==> config.mk <==
export PLATFORM = sky130hd
export DESIGN_NAME = uart_tx_fifo
export DESIGN_NICKNAME = d
export VERILOG_FILES = /design/src/rtl/uart_tx_fifo.sv
export SDC_FILE = /design/constraint.sdc
export NUM_CORES = 1
export LEC_CHECK = 0
export BUFFER_PORTS_ARGS = -buffer_cell sky130_fd_sc_hd__buf_2
export CORE_UTILIZATION = 65
export CTS_CLUSTER_SIZE = 16
export DETAILED_ROUTE_END_ITERATION = 8
export PLACE_DENSITY = 0.95
export SYNTH_ARGS = -nofsm -noshare
export SYNTH_HDL_FRONTEND = slang
export SYNTH_SLANG_ARGS = --single-unit
==> constraint.sdc <==
create_clock -name clock -period 7.77 [get_ports clock]
set_clock_uncertainty 0.1 [all_clocks]
set_input_delay 0.777 -clock clock [delete_from_list [all_inputs] [get_ports clock]]
set_output_delay 0.777 -clock clock [all_outputs]
set_load 0.05 [all_outputs]
==> src/rtl/uart_tx_fifo.sv <==
// 8N1 UART transmitter fed by a small byte FIFO.
// The FIFO pops on the edge a frame starts, so back-to-back bytes leave no idle gap.
module uart_tx_fifo #(
  parameter int CLKS_PER_BIT = 104,
  parameter int FIFO_DEPTH   = 4
) (
  input  logic                          clock,
  input  logic                          reset_n,
  input  logic [7:0]                    tx_data,
  input  logic                          tx_valid,
  output logic                          tx_ready,
  output logic                          uart_tx,
  output logic                          busy,
  output logic [$clog2(FIFO_DEPTH):0]   fifo_count
);

  localparam int PW = $clog2(FIFO_DEPTH);
  localparam int CW = PW + 1;
  localparam logic [CW-1:0] DEPTH_C   = CW'(FIFO_DEPTH);
  localparam logic [15:0]   BAUD_LAST = 16'(CLKS_PER_BIT - 1);

  typedef enum logic [1:0] {IDLE, START, DATA, STOP} state_t;

  state_t          state_q, state_d;
  logic [15:0]     baud_q, baud_d;
  logic [2:0]      bit_q, bit_d;
  logic [7:0]      shift_q, shift_d;
  logic            tx_q, tx_d;
  logic [PW-1:0]   wr_ptr_q, wr_ptr_d;
  logic [PW-1:0]   rd_ptr_q, rd_ptr_d;
  logic [CW-1:0]   count_q, count_d;
  logic [7:0]      mem_q [FIFO_DEPTH];

  logic push, pop, baud_last;

  assign tx_ready   = (count_q < DEPTH_C);
  assign push       = tx_valid && tx_ready;
  assign baud_last  = (baud_q == BAUD_LAST);
  assign uart_tx    = tx_q;
  assign fifo_count = count_q;
  assign busy       = (state_q != IDLE) || (count_q != '0);

  always_comb begin
    state_d = state_q;
    baud_d  = baud_q;
    bit_d   = bit_q;
    shift_d = shift_q;
    tx_d    = tx_q;
    pop     = 1'b0;
    case (state_q)
      IDLE: begin
        if (count_q != '0) begin
          state_d = START;
          tx_d    = 1'b0;
          shift_d = mem_q[rd_ptr_q];
          bit_d   = '0;
          baud_d  = '0;
          pop     = 1'b1;
        end
      end
      START: begin
        if (baud_last) begin
          state_d = DATA;
          tx_d    = shift_q[0];
          shift_d = {1'b0, shift_q[7:1]};
          bit_d   = '0;
          baud_d  = '0;
        end else begin
          baud_d = baud_q + 16'd1;
        end
      end
      DATA: begin
        if (baud_last) begin
          baud_d = '0;
          if (bit_q == 3'd7) begin
            state_d = STOP;
            tx_d    = 1'b1;
          end else begin
            bit_d   = bit_q + 3'd1;
            tx_d    = shift_q[0];
            shift_d = {1'b0, shift_q[7:1]};
          end
        end else begin
          baud_d = baud_q + 16'd1;
        end
      end
      STOP: begin
        if (baud_last) begin
          baud_d = '0;
          // Chain straight into the next start bit when more bytes are queued
          if (count_q != '0) begin
            state_d = START;
            tx_d    = 1'b0;
            shift_d = mem_q[rd_ptr_q];
            bit_d   = '0;
            pop     = 1'b1;
          end else begin
            state_d = IDLE;
          end
        end else begin
          baud_d = baud_q + 16'd1;
        end
      end
      default: state_d = IDLE;
    endcase
  end

  always_comb begin
    wr_ptr_d = push ? wr_ptr_q + 1'b1 : wr_ptr_q;
    rd_ptr_d = pop  ? rd_ptr_q + 1'b1 : rd_ptr_q;
    count_d  = count_q;
    if (push && !pop) begin
      count_d = count_q + 1'b1;
    end else if (pop && !push) begin
      count_d = count_q - 1'b1;
    end
  end

  always_ff @(posedge clock or negedge reset_n) begin
    if (!reset_n) begin
      state_q  <= IDLE;
      baud_q   <= '0;
      bit_q    <= '0;
      shift_q  <= '0;
      tx_q     <= 1'b1;
      wr_ptr_q <= '0;
      rd_ptr_q <= '0;
      count_q  <= '0;
    end else begin
      state_q  <= state_d;
      baud_q   <= baud_d;
      bit_q    <= bit_d;
      shift_q  <= shift_d;
      tx_q     <= tx_d;
      wr_ptr_q <= wr_ptr_d;
      rd_ptr_q <= rd_ptr_d;
      count_q  <= count_d;
    end
  end

  // Storage needs no reset: a slot is only read after it has been written
  always_ff @(posedge clock) begin
    if (push) begin
      mem_q[wr_ptr_q] <= tx_data;
    end
  end

endmodule

==> results.cfg <==
[cts]
tritoncts = built
clk_pin_slew_worst_paths_ns = 0.08
cts_setup_buffers = 0
cts-root-buf = clkbuf_8
cts_made_buffers = 9
cts.path.max_buffers = 2
numClockSinks = 69
postCtsResizedCells = 0
clock_latency_ns = 0.36
hold_buffers = 0
htree_levels = 3

[floorplanning]
core_area_mm2 = 0.00482
rows = 25
start_util_pct = 69.2
fp.dieH_um = 73.6
die-area_mm2 = 0.00542
die_x_um = 73.6
io_pins = 17

[synth]
yosysWarnings = 0
ys_ff_latch = 69
avgSynthCellArea_um2 = 13.3
syn_area_mm2 = 0.00333
synthDistinctLibCells = 47
synth_seq_area_share_pct = 56.7
synth_cells = 250
synth_fp_nets = 275

[finish]
final_nets = 291
final_area_mm2 = 0.00361
multi_input_area_mm2 = 0.00134
syn2layout_area_growth_pct = 8.41
register_area_mm2 = 0.00189
final_cell_count_no_fill = 338
n_fill_cell = 314
drive_above_1_share_pct = 24.4
n_antenna_cell = 0

[timing]
final_max_slew_viol_count = 0
worst_pin_slew_ns = 1.01
final.setup.tns_ns = 0
min_period_ns = 3.32
rsz0062_at_grt = no
hold_slack_ns = 0.392
max_slew_margin_pct = 32.4
min_period_over_period_pct = 42.8
setup_viol = 0
hold_violations = 0
fmax_mhz = 301

[setup_path]
worst_path_max_delay_cell = nor2_1
worstSetupPathType = flip-flop to output pin
cp_max_fo = 12
start_kind = flip-flop
required_ns = 6.89
critPathBufInv = 4
cp_top_family = buffers and inverters
r2r-end = fifo_count[1]
reg2regPathDepth = 7
crit_top_cell = inv_1
end_kind = output pin
r2r-start = baud_q[8]
worstPathCellList = inv_1 > ha_1 > inv_1 > nor2_1 > inv_1 > buf_2
arrival_ns = 2.45
crit_start = state_q[0]
regToRegSetupSlack_ns = 4.67
critPathMaxStageDelay_ns = 0.44

[pwr]
combPwrFrac_pct = 41.7
max-vdd-ir-drop_uv = 330
seqPwrFrac_pct = 39.5
leakagePower_nw = 1.41
p_int_mw = 0.875
power_density_mw_per_mm2 = 389
swShare_pct = 37.7
netSwitchingPower_mw = 0.530
pwr-share-clk_pct = 18.7

[place]
hpwl_um = 4510
placed_cells = 322
routabilityCongestion = 0.905
place.port_buffers = 16
placed_area_mm2 = 0.00344

[route]
antenna_left = 0
drtIter0Drc = 174
drt_wl_total_um = 6660
wl_per_cell_um = 19.7
dr_total_vias = 2205
vias_per_cell = 6.52
drc = 0
dr.pass1.iters = 5

[worst_hold_path]
hold_depth = 1
hp-class = flip-flop to flip-flop
min_from = baud_q[15]
holdPathEnd = baud_q[15]

[global_routing]
track_usage_pct = 28.1
antenna_found_initial = 0
grt_pass1_wl_um = 10800
grt_max_degree = 38
grt_pass1_vias = 2121
overflow = 0

[outcome]
status = complete, no violations

[run]
cap_violations = 0
worst max-delay path by stage:
stage	endpoint	slack [ns]	cells past startpoint
finish	busy	4.45	6
global route	busy	4.32	6
CTS	busy	4.48	4
detailed placement	fifo_count[1]	4.68	7
global placement	fifo_count[1]	4.88	7
floorplan	busy	5.03	4
cells in the final DEF (no fill, tap or decap), drive strengths merged, types with 11 or more instances in the layout:
master	count
dfrtp	36
edfxtp	32
mux2	19
buf	16
inv	15
ha	13
nor2	11
o21ai	11
a31oi	11
a21oi	11
metal layers:
| layer | global-route usage [%] | up-vias | share of wire [%] |
|---|---|---|---|
| li1 | - | 983 | - |
| met1 | 37.8 | 1103 | 41 |
| met2 | 42.2 | 100 | 50 |
| met3 | 8.37 | 19 | 6.6 |
| met4 | 13.5 | 0 | 2.4 |
| met5 | 0 | - | 0 |
power groups by stage:
stage	clock network (mW)	logic (mW)	registers (mW)
after CTS	0.264	0.584	0.555
final	0.263	0.586	0.556
after floorplan	0	0.477	0.553
after global routing	0.279	0.635	0.566
after global placement	0	0.547	0.552
after detailed placement	0	0.578	0.563
worst reg2reg max path, cell delays in order, from the launching register on:
cell     delay [ns]
dfrtp_1        0.49
or4b_4         0.58
nor4_4         0.49
o21ai_0        0.30
ha_1           0.29
inv_1          0.07
fa_1           0.40
mux2_2         0.27
through the flow:
step	util (%)	power, mW	setup WS (ns)
after floorplan	-	1.03	5.03
after global placement	71.4	1.10	4.88
after detailed placement	71.4	1.14	4.68
after CTS	75.0	1.40	4.48
after global routing	75.0	1.48	4.32
final	75.0	1.40	4.45
layout make-up:
type                            instances  area share [%]
Timing Repair Buffer                   16            2.22
Clock inverter                          6            1.32
Tap cell                               67            2.32
Inverter                               13            1.35
Clock buffer                           10            3.53
Sequential cell                        69            52.3
Multi-Input combinational cell        157            37.0
state kept, by name, indices dropped and copies added (netlist names):
register    count
state_q         2
wr_ptr_q        2
uart_tx         1
bit_q           3
rd_ptr_q        2
shift_q         8
mem_q          32
baud_q         16
fifo_count      3
synth_stat cells, drive strengths merged:
library cell | instances | area (µm²)
o31ai | 1 | 7.51
o32a | 1 | 11.3
o221a | 1 | 11.3
ha | 13 | 163
xnor2 | 5 | 43.8
dfrtp | 36 | 901
nand4 | 6 | 37.5
nand2b | 2 | 12.5
mux2i | 1 | 10.0
a211o | 1 | 10.0
or4b | 1 | 13.8
dfstp | 1 | 26.3
and2 | 4 | 25.0
xor2 | 2 | 17.5
nor4 | 3 | 33.8
o21ai | 11 | 55.1
nand2 | 10 | 37.5
buf | 6 | 40.0
a21boi | 1 | 7.51
or4 | 2 | 15.0
o2bb2ai | 1 | 8.76
nor2 | 11 | 41.3
inv | 13 | 48.8
or3 | 2 | 13.8
nor3 | 4 | 20.0
a31oi | 11 | 68.8
a41oi | 4 | 35.0
nand4b | 1 | 8.76
o2111ai | 1 | 8.76
nand3 | 7 | 35.0
nand3b | 2 | 15.0
mux4 | 8 | 180
edfxtp | 32 | 961
or2 | 1 | 6.26
o211ai | 3 | 22.5
o41a | 1 | 11.3
a21oi | 11 | 55.1
a22o | 2 | 17.5
mux2 | 19 | 244
clkbuf | 5 | 18.8
fa | 1 | 20.0
nor2b | 2 | 12.5
cell families after synthesis:
logic type               share of synthesized area (%)
flip-flops                                        56.7
AND/OR/NAND/NOR                                   9.84
AO/OA/AOI/OAI                                     9.91
multiplexers                                      13.0
buffers and inverters                             3.23
adder cells (fa/ha/maj)                           5.48
XOR/XNOR                                          1.84
No activity file was read; power rests on OpenSTA's default activity.
